--- src/rtl/e203_soc_pad_ctrl_if.sv ---
// Register bus between the pad control shell and its host.
// The slave side always accepts, so bus_ready is only informational.
interface e203_soc_pad_ctrl_if;
   logic        bus_valid;
   logic        bus_write;
   logic [4:0]  bus_addr;
   logic [31:0] bus_wdata;
   logic [31:0] bus_rdata;
   logic        bus_ready;

   modport master (
      output bus_valid,
      output bus_write,
      output bus_addr,
      output bus_wdata,
      input  bus_rdata,
      input  bus_ready
   );

   modport slave (
      input  bus_valid,
      input  bus_write,
      input  bus_addr,
      input  bus_wdata,
      output bus_rdata,
      output bus_ready
   );
endinterface

--- src/rtl/e203_soc_pad_ctrl.sv ---
// Pad-facing control shell of the E203 SoC: reset sync, boot straps, wakeup,
// GPIO A/B pad registers on a small register bus, and JTAG/QSPI pass-through.
module e203_soc_pad_ctrl #(
   parameter int          GPIO_W    = 32,
   parameter logic [31:0] ROM_VEC   = 32'h8000_0000,
   parameter logic [31:0] FLASH_VEC = 32'h2000_0000
) (
   input  logic              hfextclk,
   input  logic              io_pads_aon_erst_n_i_ival,
   e203_soc_pad_ctrl_if.slave bus,

   output logic              hfxoscen,
   output logic              lfxoscen,

   input  logic              io_pads_bootrom_n_i_ival,
   input  logic              io_pads_dbgmode0_n_i_ival,
   input  logic              io_pads_dbgmode1_n_i_ival,
   input  logic              io_pads_dbgmode2_n_i_ival,

   input  logic              io_pads_aon_pmu_dwakeup_n_i_ival,
   output logic              io_pads_aon_pmu_vddpaden_o_oval,
   output logic              io_pads_aon_pmu_padrst_o_oval,

   input  logic [GPIO_W-1:0] io_pads_gpioA_i_ival,
   input  logic [GPIO_W-1:0] io_pads_gpioB_i_ival,
   output logic [GPIO_W-1:0] io_pads_gpioA_o_oval,
   output logic [GPIO_W-1:0] io_pads_gpioB_o_oval,
   output logic [GPIO_W-1:0] io_pads_gpioA_o_oe,
   output logic [GPIO_W-1:0] io_pads_gpioB_o_oe,

   input  logic              io_pads_jtag_TCK_i_ival,
   input  logic              io_pads_jtag_TMS_i_ival,
   input  logic              io_pads_jtag_TDI_i_ival,
   output logic              io_pads_jtag_TDO_o_oval,
   output logic              io_pads_jtag_TDO_o_oe,
   output logic              jtag_tck,
   output logic              jtag_tms,
   output logic              jtag_tdi,
   input  logic              jtag_tdo,
   input  logic              jtag_tdo_oe,

   output logic              io_pads_qspi0_sck_o_oval,
   output logic              io_pads_qspi0_cs_0_o_oval,
   input  logic              io_pads_qspi0_dq_0_i_ival,
   input  logic              io_pads_qspi0_dq_1_i_ival,
   input  logic              io_pads_qspi0_dq_2_i_ival,
   input  logic              io_pads_qspi0_dq_3_i_ival,
   output logic              io_pads_qspi0_dq_0_o_oval,
   output logic              io_pads_qspi0_dq_1_o_oval,
   output logic              io_pads_qspi0_dq_2_o_oval,
   output logic              io_pads_qspi0_dq_3_o_oval,
   output logic              io_pads_qspi0_dq_0_o_oe,
   output logic              io_pads_qspi0_dq_1_o_oe,
   output logic              io_pads_qspi0_dq_2_o_oe,
   output logic              io_pads_qspi0_dq_3_o_oe,
   input  logic              qspi_sck,
   input  logic              qspi_cs,
   input  logic [3:0]        qspi_dq_o,
   input  logic [3:0]        qspi_dq_oe,
   output logic [3:0]        qspi_dq_i,

   output logic              sys_rst_n,
   output logic [31:0]       reset_vector,
   output logic [2:0]        dbg_mode,
   output logic              wakeup
);

   localparam logic [2:0] A_GPIOA_OUT = 3'd0;
   localparam logic [2:0] A_GPIOA_OE  = 3'd1;
   localparam logic [2:0] A_GPIOA_IN  = 3'd2;
   localparam logic [2:0] A_GPIOB_OUT = 3'd3;
   localparam logic [2:0] A_GPIOB_OE  = 3'd4;
   localparam logic [2:0] A_GPIOB_IN  = 3'd5;
   localparam logic [2:0] A_MODE      = 3'd6;

   logic              w_rstN;
   logic [1:0]        r_rstSync;
   logic [1:0]        r_wakeSync;
   logic              r_strapValid;
   logic              r_bootromN;
   logic [2:0]        r_dbgN;
   logic              w_bootromN;
   logic [2:0]        w_dbgN;
   logic [GPIO_W-1:0] r_gpioAOut;
   logic [GPIO_W-1:0] r_gpioAOe;
   logic [GPIO_W-1:0] r_gpioBOut;
   logic [GPIO_W-1:0] r_gpioBOe;
   logic [GPIO_W-1:0] r_gpioAMeta;
   logic [GPIO_W-1:0] r_gpioAIn;
   logic [GPIO_W-1:0] r_gpioBMeta;
   logic [GPIO_W-1:0] r_gpioBIn;
   logic [31:0]       r_rdata;
   logic [31:0]       w_readData;
   logic [2:0]        w_wordAddr;
   logic              w_wrEn;
   logic              w_rdEn;
   logic              w_unused;

   assign w_rstN     = io_pads_aon_erst_n_i_ival;
   assign w_wordAddr = bus.bus_addr[4:2];
   assign w_unused   = &{1'b0, bus.bus_addr[1:0]};

   // Reset assert is immediate; release reaches the subsystem after two edges.
   always_ff @(posedge hfextclk or negedge w_rstN) begin
      if (!w_rstN) begin
         r_rstSync <= 2'b00;
      end else begin
         r_rstSync <= {r_rstSync[0], 1'b1};
      end
   end

   assign sys_rst_n                       = r_rstSync[1];
   assign io_pads_aon_pmu_padrst_o_oval   = ~r_rstSync[1];
   assign io_pads_aon_pmu_vddpaden_o_oval = 1'b1;
   assign hfxoscen                        = 1'b1;
   assign lfxoscen                        = 1'b1;

   always_ff @(posedge hfextclk or negedge w_rstN) begin
      if (!w_rstN) begin
         r_wakeSync <= 2'b00;
      end else begin
         r_wakeSync <= {r_wakeSync[0], ~io_pads_aon_pmu_dwakeup_n_i_ival};
      end
   end

   assign wakeup = r_wakeSync[1];

   // Straps are sampled once, on the first clock the subsystem is out of reset.
   always_ff @(posedge hfextclk or negedge w_rstN) begin
      if (!w_rstN) begin
         r_strapValid <= 1'b0;
         r_bootromN   <= 1'b0;
         r_dbgN       <= 3'b111;
      end else if (r_rstSync[1] && !r_strapValid) begin
         r_strapValid <= 1'b1;
         r_bootromN   <= io_pads_bootrom_n_i_ival;
         r_dbgN       <= {io_pads_dbgmode2_n_i_ival,
                          io_pads_dbgmode1_n_i_ival,
                          io_pads_dbgmode0_n_i_ival};
      end
   end

   assign w_bootromN   = r_strapValid ? r_bootromN : io_pads_bootrom_n_i_ival;
   assign w_dbgN       = r_strapValid ? r_dbgN
                                      : {io_pads_dbgmode2_n_i_ival,
                                         io_pads_dbgmode1_n_i_ival,
                                         io_pads_dbgmode0_n_i_ival};
   assign reset_vector = w_bootromN ? FLASH_VEC : ROM_VEC;
   assign dbg_mode     = ~w_dbgN;

   always_ff @(posedge hfextclk or negedge w_rstN) begin
      if (!w_rstN) begin
         r_gpioAMeta <= '0;
         r_gpioAIn   <= '0;
         r_gpioBMeta <= '0;
         r_gpioBIn   <= '0;
      end else begin
         r_gpioAMeta <= io_pads_gpioA_i_ival;
         r_gpioAIn   <= r_gpioAMeta;
         r_gpioBMeta <= io_pads_gpioB_i_ival;
         r_gpioBIn   <= r_gpioBMeta;
      end
   end

   // Bus accesses are held off until the synchronised reset has released.
   assign w_wrEn = bus.bus_valid &  bus.bus_write & r_rstSync[1];
   assign w_rdEn = bus.bus_valid & ~bus.bus_write & r_rstSync[1];

   always_ff @(posedge hfextclk or negedge w_rstN) begin
      if (!w_rstN) begin
         r_gpioAOut <= '0;
         r_gpioAOe  <= '0;
         r_gpioBOut <= '0;
         r_gpioBOe  <= '0;
      end else if (w_wrEn) begin
         case (w_wordAddr)
            A_GPIOA_OUT: r_gpioAOut <= bus.bus_wdata[GPIO_W-1:0];
            A_GPIOA_OE:  r_gpioAOe  <= bus.bus_wdata[GPIO_W-1:0];
            A_GPIOB_OUT: r_gpioBOut <= bus.bus_wdata[GPIO_W-1:0];
            A_GPIOB_OE:  r_gpioBOe  <= bus.bus_wdata[GPIO_W-1:0];
            default: ;
         endcase
      end
   end

   always_comb begin
      w_readData = 32'd0;
      case (w_wordAddr)
         A_GPIOA_OUT: w_readData = 32'(r_gpioAOut);
         A_GPIOA_OE:  w_readData = 32'(r_gpioAOe);
         A_GPIOA_IN:  w_readData = 32'(r_gpioAIn);
         A_GPIOB_OUT: w_readData = 32'(r_gpioBOut);
         A_GPIOB_OE:  w_readData = 32'(r_gpioBOe);
         A_GPIOB_IN:  w_readData = 32'(r_gpioBIn);
         A_MODE:      w_readData = {27'd0, dbg_mode, r_wakeSync[1], w_bootromN};
         default:     w_readData = 32'd0;
      endcase
   end

   // Read data samples pre-edge register values, so a same-edge write is not seen.
   always_ff @(posedge hfextclk or negedge w_rstN) begin
      if (!w_rstN) begin
         r_rdata <= 32'd0;
      end else if (w_rdEn) begin
         r_rdata <= w_readData;
      end
   end

   assign bus.bus_rdata = r_rdata;
   assign bus.bus_ready = 1'b1;

   assign io_pads_gpioA_o_oval = r_gpioAOut;
   assign io_pads_gpioA_o_oe   = r_gpioAOe;
   assign io_pads_gpioB_o_oval = r_gpioBOut;
   assign io_pads_gpioB_o_oe   = r_gpioBOe;

   assign jtag_tck                = io_pads_jtag_TCK_i_ival;
   assign jtag_tms                = io_pads_jtag_TMS_i_ival;
   assign jtag_tdi                = io_pads_jtag_TDI_i_ival;
   assign io_pads_jtag_TDO_o_oval = jtag_tdo;
   assign io_pads_jtag_TDO_o_oe   = jtag_tdo_oe;

   assign io_pads_qspi0_sck_o_oval  = qspi_sck;
   assign io_pads_qspi0_cs_0_o_oval = qspi_cs;
   assign io_pads_qspi0_dq_0_o_oval = qspi_dq_o[0];
   assign io_pads_qspi0_dq_1_o_oval = qspi_dq_o[1];
   assign io_pads_qspi0_dq_2_o_oval = qspi_dq_o[2];
   assign io_pads_qspi0_dq_3_o_oval = qspi_dq_o[3];
   assign io_pads_qspi0_dq_0_o_oe   = qspi_dq_oe[0];
   assign io_pads_qspi0_dq_1_o_oe   = qspi_dq_oe[1];
   assign io_pads_qspi0_dq_2_o_oe   = qspi_dq_oe[2];
   assign io_pads_qspi0_dq_3_o_oe   = qspi_dq_oe[3];
   assign qspi_dq_i = {io_pads_qspi0_dq_3_i_ival, io_pads_qspi0_dq_2_i_ival,
                       io_pads_qspi0_dq_1_i_ival, io_pads_qspi0_dq_0_i_ival};

endmodule

--- src/flat_wrapper.sv ---
// flat-port wrapper written by rule: the top's interface ports become plain ports
module e203_soc_pad_ctrl_flat 
#(
   parameter int          GPIO_W    = 32,
   parameter logic [31:0] ROM_VEC   = 32'h8000_0000,
   parameter logic [31:0] FLASH_VEC = 32'h2000_0000
)
  (hfextclk, io_pads_aon_erst_n_i_ival, hfxoscen, lfxoscen, io_pads_bootrom_n_i_ival, io_pads_dbgmode0_n_i_ival, io_pads_dbgmode1_n_i_ival, io_pads_dbgmode2_n_i_ival, io_pads_aon_pmu_dwakeup_n_i_ival, io_pads_aon_pmu_vddpaden_o_oval, io_pads_aon_pmu_padrst_o_oval, io_pads_gpioA_i_ival, io_pads_gpioB_i_ival, io_pads_gpioA_o_oval, io_pads_gpioB_o_oval, io_pads_gpioA_o_oe, io_pads_gpioB_o_oe, io_pads_jtag_TCK_i_ival, io_pads_jtag_TMS_i_ival, io_pads_jtag_TDI_i_ival, io_pads_jtag_TDO_o_oval, io_pads_jtag_TDO_o_oe, jtag_tck, jtag_tms, jtag_tdi, jtag_tdo, jtag_tdo_oe, io_pads_qspi0_sck_o_oval, io_pads_qspi0_cs_0_o_oval, io_pads_qspi0_dq_0_i_ival, io_pads_qspi0_dq_1_i_ival, io_pads_qspi0_dq_2_i_ival, io_pads_qspi0_dq_3_i_ival, io_pads_qspi0_dq_0_o_oval, io_pads_qspi0_dq_1_o_oval, io_pads_qspi0_dq_2_o_oval, io_pads_qspi0_dq_3_o_oval, io_pads_qspi0_dq_0_o_oe, io_pads_qspi0_dq_1_o_oe, io_pads_qspi0_dq_2_o_oe, io_pads_qspi0_dq_3_o_oe, qspi_sck, qspi_cs, qspi_dq_o, qspi_dq_oe, qspi_dq_i, sys_rst_n, reset_vector, dbg_mode, wakeup, bus_bus_valid, bus_bus_write, bus_bus_addr, bus_bus_wdata, bus_bus_rdata, bus_bus_ready);
  e203_soc_pad_ctrl_if bus_i ();
  input  logic hfextclk;
  input  logic io_pads_aon_erst_n_i_ival;
  output logic hfxoscen;
  output logic lfxoscen;
  input  logic io_pads_bootrom_n_i_ival;
  input  logic io_pads_dbgmode0_n_i_ival;
  input  logic io_pads_dbgmode1_n_i_ival;
  input  logic io_pads_dbgmode2_n_i_ival;
  input  logic io_pads_aon_pmu_dwakeup_n_i_ival;
  output logic io_pads_aon_pmu_vddpaden_o_oval;
  output logic io_pads_aon_pmu_padrst_o_oval;
  input  logic [GPIO_W-1:0] io_pads_gpioA_i_ival;
  input  logic [GPIO_W-1:0] io_pads_gpioB_i_ival;
  output logic [GPIO_W-1:0] io_pads_gpioA_o_oval;
  output logic [GPIO_W-1:0] io_pads_gpioB_o_oval;
  output logic [GPIO_W-1:0] io_pads_gpioA_o_oe;
  output logic [GPIO_W-1:0] io_pads_gpioB_o_oe;
  input  logic io_pads_jtag_TCK_i_ival;
  input  logic io_pads_jtag_TMS_i_ival;
  input  logic io_pads_jtag_TDI_i_ival;
  output logic io_pads_jtag_TDO_o_oval;
  output logic io_pads_jtag_TDO_o_oe;
  output logic jtag_tck;
  output logic jtag_tms;
  output logic jtag_tdi;
  input  logic jtag_tdo;
  input  logic jtag_tdo_oe;
  output logic io_pads_qspi0_sck_o_oval;
  output logic io_pads_qspi0_cs_0_o_oval;
  input  logic io_pads_qspi0_dq_0_i_ival;
  input  logic io_pads_qspi0_dq_1_i_ival;
  input  logic io_pads_qspi0_dq_2_i_ival;
  input  logic io_pads_qspi0_dq_3_i_ival;
  output logic io_pads_qspi0_dq_0_o_oval;
  output logic io_pads_qspi0_dq_1_o_oval;
  output logic io_pads_qspi0_dq_2_o_oval;
  output logic io_pads_qspi0_dq_3_o_oval;
  output logic io_pads_qspi0_dq_0_o_oe;
  output logic io_pads_qspi0_dq_1_o_oe;
  output logic io_pads_qspi0_dq_2_o_oe;
  output logic io_pads_qspi0_dq_3_o_oe;
  input  logic qspi_sck;
  input  logic qspi_cs;
  input  logic [3:0] qspi_dq_o;
  input  logic [3:0] qspi_dq_oe;
  output logic [3:0] qspi_dq_i;
  output logic sys_rst_n;
  output logic [31:0] reset_vector;
  output logic [2:0] dbg_mode;
  output logic wakeup;
  input wire logic [$bits(bus_i.bus_valid)-1:0] bus_bus_valid;
  input wire logic [$bits(bus_i.bus_write)-1:0] bus_bus_write;
  input wire logic [$bits(bus_i.bus_addr)-1:0] bus_bus_addr;
  input wire logic [$bits(bus_i.bus_wdata)-1:0] bus_bus_wdata;
  output wire logic [$bits(bus_i.bus_rdata)-1:0] bus_bus_rdata;
  output wire logic [$bits(bus_i.bus_ready)-1:0] bus_bus_ready;
  assign bus_i.bus_valid = bus_bus_valid;
  assign bus_i.bus_write = bus_bus_write;
  assign bus_i.bus_addr = bus_bus_addr;
  assign bus_i.bus_wdata = bus_bus_wdata;
  assign bus_bus_rdata = bus_i.bus_rdata;
  assign bus_bus_ready = bus_i.bus_ready;
  e203_soc_pad_ctrl #(.GPIO_W(GPIO_W), .ROM_VEC(ROM_VEC), .FLASH_VEC(FLASH_VEC)) u_core (.hfextclk(hfextclk), .io_pads_aon_erst_n_i_ival(io_pads_aon_erst_n_i_ival), .bus(bus_i), .hfxoscen(hfxoscen), .lfxoscen(lfxoscen), .io_pads_bootrom_n_i_ival(io_pads_bootrom_n_i_ival), .io_pads_dbgmode0_n_i_ival(io_pads_dbgmode0_n_i_ival), .io_pads_dbgmode1_n_i_ival(io_pads_dbgmode1_n_i_ival), .io_pads_dbgmode2_n_i_ival(io_pads_dbgmode2_n_i_ival), .io_pads_aon_pmu_dwakeup_n_i_ival(io_pads_aon_pmu_dwakeup_n_i_ival), .io_pads_aon_pmu_vddpaden_o_oval(io_pads_aon_pmu_vddpaden_o_oval), .io_pads_aon_pmu_padrst_o_oval(io_pads_aon_pmu_padrst_o_oval), .io_pads_gpioA_i_ival(io_pads_gpioA_i_ival), .io_pads_gpioB_i_ival(io_pads_gpioB_i_ival), .io_pads_gpioA_o_oval(io_pads_gpioA_o_oval), .io_pads_gpioB_o_oval(io_pads_gpioB_o_oval), .io_pads_gpioA_o_oe(io_pads_gpioA_o_oe), .io_pads_gpioB_o_oe(io_pads_gpioB_o_oe), .io_pads_jtag_TCK_i_ival(io_pads_jtag_TCK_i_ival), .io_pads_jtag_TMS_i_ival(io_pads_jtag_TMS_i_ival), .io_pads_jtag_TDI_i_ival(io_pads_jtag_TDI_i_ival), .io_pads_jtag_TDO_o_oval(io_pads_jtag_TDO_o_oval), .io_pads_jtag_TDO_o_oe(io_pads_jtag_TDO_o_oe), .jtag_tck(jtag_tck), .jtag_tms(jtag_tms), .jtag_tdi(jtag_tdi), .jtag_tdo(jtag_tdo), .jtag_tdo_oe(jtag_tdo_oe), .io_pads_qspi0_sck_o_oval(io_pads_qspi0_sck_o_oval), .io_pads_qspi0_cs_0_o_oval(io_pads_qspi0_cs_0_o_oval), .io_pads_qspi0_dq_0_i_ival(io_pads_qspi0_dq_0_i_ival), .io_pads_qspi0_dq_1_i_ival(io_pads_qspi0_dq_1_i_ival), .io_pads_qspi0_dq_2_i_ival(io_pads_qspi0_dq_2_i_ival), .io_pads_qspi0_dq_3_i_ival(io_pads_qspi0_dq_3_i_ival), .io_pads_qspi0_dq_0_o_oval(io_pads_qspi0_dq_0_o_oval), .io_pads_qspi0_dq_1_o_oval(io_pads_qspi0_dq_1_o_oval), .io_pads_qspi0_dq_2_o_oval(io_pads_qspi0_dq_2_o_oval), .io_pads_qspi0_dq_3_o_oval(io_pads_qspi0_dq_3_o_oval), .io_pads_qspi0_dq_0_o_oe(io_pads_qspi0_dq_0_o_oe), .io_pads_qspi0_dq_1_o_oe(io_pads_qspi0_dq_1_o_oe), .io_pads_qspi0_dq_2_o_oe(io_pads_qspi0_dq_2_o_oe), .io_pads_qspi0_dq_3_o_oe(io_pads_qspi0_dq_3_o_oe), .qspi_sck(qspi_sck), .qspi_cs(qspi_cs), .qspi_dq_o(qspi_dq_o), .qspi_dq_oe(qspi_dq_oe), .qspi_dq_i(qspi_dq_i), .sys_rst_n(sys_rst_n), .reset_vector(reset_vector), .dbg_mode(dbg_mode), .wakeup(wakeup));
endmodule
--- config.mk ---
export PLATFORM = sky130hd
export DESIGN_NAME = e203_soc_pad_ctrl_flat
export DESIGN_NICKNAME = d
export VERILOG_FILES = /design/src/rtl/e203_soc_pad_ctrl_if.sv /design/src/rtl/e203_soc_pad_ctrl.sv /design/src/flat_wrapper.sv
export SDC_FILE = /design/constraint.sdc
export NUM_CORES = 1
export LEC_CHECK = 0
export BUFFER_PORTS_ARGS = -buffer_cell sky130_fd_sc_hd__buf_4
export CORE_MARGIN = 2
export CORE_UTILIZATION = 45
export DETAILED_ROUTE_END_ITERATION = 16
export GPL_ROUTABILITY_DRIVEN = 0
export GPL_TIMING_DRIVEN = 1
export PLACE_DENSITY = 0.75
export SKIP_CTS_REPAIR_TIMING = 1
export SYNTH_ARGS = -nofsm -noshare
export SYNTH_HDL_FRONTEND = slang
export SYNTH_SLANG_ARGS = --single-unit
--- constraint.sdc ---
create_clock -name hfextclk -period 1.59 [get_ports hfextclk]
set_input_delay 0.0795 -clock hfextclk [delete_from_list [all_inputs] [get_ports hfextclk]]
set_output_delay 0.0795 -clock hfextclk [all_outputs]
set_load 0.02 [all_outputs]
==> flow_metrics.py <==
metrics = {
    "routing": {
        "drc_errors": 0,
        "wl_per_cell_microns": 22.7,
        "drt_wl_total_mm": 34.5,
        "drt-initial-drc-count": 550,
        "first_pass_iters": 4,
        "vias": 7978,
        "drt.antenna.violating_nets": 0,
        "vias_per_cell": 5.23,
    },
    "logic_synthesis": {
        "yosys-top-cells-area": "dfrtp_1 64%, mux2_2 14%, buf_4 4.0%",
        "netlist_area_sq_um": 11500,
        "netlist.area_leader.share": 0.638,
        "yosysSeqAreaShare": 0.645,
        "async_flop_share": 1.00,
        "synth_top_area_cell": "dfrtp_1",
        "synth_compound_area_frac": 0.0798,
        "synth_top_family_by_area": "multiplexers",
        "synth_xor_area_frac": 0,
        "synth_cell_types": 48,
        "synthAdderAreaFrac": 0,
        "synth_mux_area_frac": 0.186,
        "synth_area_per_cell_sq_um": 14.9,
        "netlist_instances": 774,
        "synth_warnings": 0,
        "yosys.area_share.simple": 0.0270,
        "synth.ff_latch_count": 297,
        "synthTopCellsByCount": "294 x dfrtp_1, 144 x mux2_2, 62 x buf_4",
        "synth-main-ff-cell": "dfrtp_1",
        "synthMostInstantiatedCell": "dfrtp_1",
        "synth-edff-count": 0,
    },
    "floorplan": {
        "num_io_pins": 350,
        "fp.coreArea_sq_um": 25200,
        "die_x_microns": 164,
        "dieArea_sq_um": 26900,
        "fp.dieH_microns": 164,
        "start_util": 0.458,
        "fp-row-count": 58,
    },
    "global_routing": {
        "grt_pass1_vias": 7776,
        "grt_pass1_wl_mm": 46.9,
        "grt_max_degree": 58,
        "grt_use_met3": 0.0505,
        "grt_use_met1": 0.307,
        "track_usage": 0.232,
        "grt_overflow": 0,
        "met2_usage": 0.388,
        "antenna_found_initial": 2,
        "grt_busiest_layer": "met2",
    },
    "sta": {
        "final-hold-violation-count": 0,
        "slew_headroom": 0.334,
        "fin_skew_ps": 12.7,
        "max_slew.worst_pin.slew_ps": 995,
        "rsz0062_at_grt": "true",
        "clock.fmax_mhz": 618,
        "setup_viol": 21,
        "fin_crit_sh": 1.02,
        "min_period_ps": 1620,
        "tns_ps": -229,
        "drv_slew": 0,
        "setup_ws_ps": -27.0,
    },
    "clocking": {
        "cts.clk_slew.worst_paths_ps": 60,
        "clk_latency_ps": 550,
        "cts_buffer_depth": 3,
        "clkSinkCount": 297,
        "htreeDepth": 1,
        "root_buffer": "clkbuf_16",
        "cts_tree": "built",
        "cts_buffers": 30,
    },
    "placement": {
        "placed_cells": 1358,
        "place_area_sq_um": 14000,
        "detailed_place_hpwl_mm": 22.3,
        "portBuffers": 275,
    },
    "power_and_ir_drop": {
        "p_switching_mw": 6.12,
        "peakVddDrop_mv": 0.942,
        "p_comb_frac": 0.219,
        "powerDensity_nw_per_um2": 1320,
        "p_leak_nw": 7.83,
        "p_int_mw": 15.5,
        "pwr-share-clk": 0.352,
        "power_mw": 21.6,
        "seqPwrFrac": 0.429,
        "switching_share": 0.283,
    },
    "run_status": {
        "status": "finished with violations",
        "violations": "negative setup slack",
    },
    "layout": {
        "layout-drive-gt1-share": 0.468,
        "area_delta_synth_final_pct": 42.1,
        "fin_area_sq_um": 16400,
        "nFillCells": 1828,
        "final_nets": 1298,
        "utilization": 0.651,
        "fin_cells": 1524,
    },
    "critical_path": {
        "crit_path_start": "u_core.r_rstSync[1]",
        "crit_path_end_kind": "register",
        "arrival_ps": 2050,
        "worstPathRequired_ps": 2030,
        "r2r_start": "u_core.r_rstSync[1]",
        "crit_path_max_fanout": 6,
        "critPathKind": "reg -> reg",
        "startpoint_type": "register",
        "crit_path_cell_trace": "nand3_4 -> nor4_4 -> buf_4 -> clkbuf_16 -> mux2_4",
        "cp_slowest_stage_delay_ps": 400,
        "slowest_stage": "dfrtp_2",
    },
    "run": {
        "drv_cap": 0,
    },
    "hold_path": {
        "hold_class": "in -> async",
    },
}
critical path, delay by kind of cell (launching register included):
| kind | cells | cell delay, ps |
|---|---|---|
| buf+inv | 2 | 370 |
| simple gates | 2 | 410 |
| mux | 1 | 300 |
| flops | 1 | 400 |
per-stage QoR:
step	setup WS, ps	hold WS (ps)
after floorplan	13.9	-216
after global placement	-183	39.8
after detailed placement	-232	36.5
after CTS	-227	-537
after global routing	-91.8	87.8
final	-27.0	67.7
registers in the layout, summed over array words and instances (netlist names), 3 cells and up:
| signal | count |
|---|---|
| u_core.r_gpioAIn | 32 |
| u_core.r_gpioBIn | 32 |
| u_core.r_gpioBMeta | 32 |
| u_core.r_gpioAMeta | 32 |
| u_core.io_pads_gpioB_o_oe | 32 |
| u_core.io_pads_gpioB_o_oval | 32 |
| u_core.bus.bus_rdata | 32 |
| u_core.io_pads_gpioA_o_oval | 32 |
| u_core.r_dbgN | 3 |
| u_core.io_pads_gpioA_o_oe | 32 |
cells by family after synthesis:
family / after synthesis
flops: 297
simple gates: 53
buf+inv: 106
other cells: 2
mux: 187
compound gates: 129
power by group through the flow:
stage / clock network (mW) / logic (mW) / registers (mW)
final: 7.61 / 4.72 / 9.27
after global routing: 8.03 / 5.00 / 9.36
after CTS: 7.68 / 4.38 / 9.25
after detailed placement: 0 / 4.36 / 9.37
after global placement: 0 / 4.28 / 9.33
after floorplan: 0 / 1.43 / 10.1
metal layers:
metal  part of all wire  up-vias
met4              0.027        0
met3              0.073       70
met2               0.51      317
met1               0.39     4093
met5                  0        -
li1                   -     3498
final cells by class:
| cell class | instances | area [sq um] | area share |
|---|---|---|---|
| sequential | 297 | 7440 | 0.454 |
| clock inverter | 11 | 165 | 0.0101 |
| inverter | 6 | 22.5 | 0.00137 |
| antenna | 2 | 5.00 | 0.000305 |
| multi-input combinational | 404 | 3700 | 0.225 |
| tap | 330 | 413 | 0.0252 |
| clock buffer | 44 | 925 | 0.0564 |
| timing repair buffer | 430 | 3730 | 0.227 |
worst paths after layout:
path	cells past startpoint	to	slack (ps)
max in group asynchronous	3	u_core.r_rstSync[1]	830
min in group hfextclk	4	u_core.bus.bus_rdata[17]	110
setup / recovery	5	u_core.io_pads_gpioA_o_oe[10]	-30
hold reg to reg	0	u_core.r_gpioBIn[29]	340
hold / removal	2	u_core.r_gpioBIn[14]	70
setup reg to reg	5	u_core.io_pads_gpioA_o_oe[10]	-30
cells in the final DEF (no fill, tap or decap), types with 3 or more instances in the layout:
master	instances
a21oi_1	12
clkinvlp_4	4
dlygate4sd3_1	102
buf_4	305
a211oi_1	4
conb_1	35
nor3_1	3
a32o_1	9
mux2_2	113
clkbuf_8	10
a221o_1	8
o22ai_1	3
mux4_2	7
clkbuf_1	3
nor2_1	3
clkinv_2	3
dfstp_2	3
o21ai_0	33
a22oi_1	28
inv_1	3
a221oi_1	6
buf_12	14
bufinv_16	4
inv_2	3
a22o_1	11
mux2_4	34
nor2b_1	7
buf_6	5
dfrtp_1	292
clkbuf_16	33
nand3b_1	5
o2bb2ai_1	3
nand2_1	16
mux2_1	5
mux2i_1	27
Power figures use the tool's default switching activity.
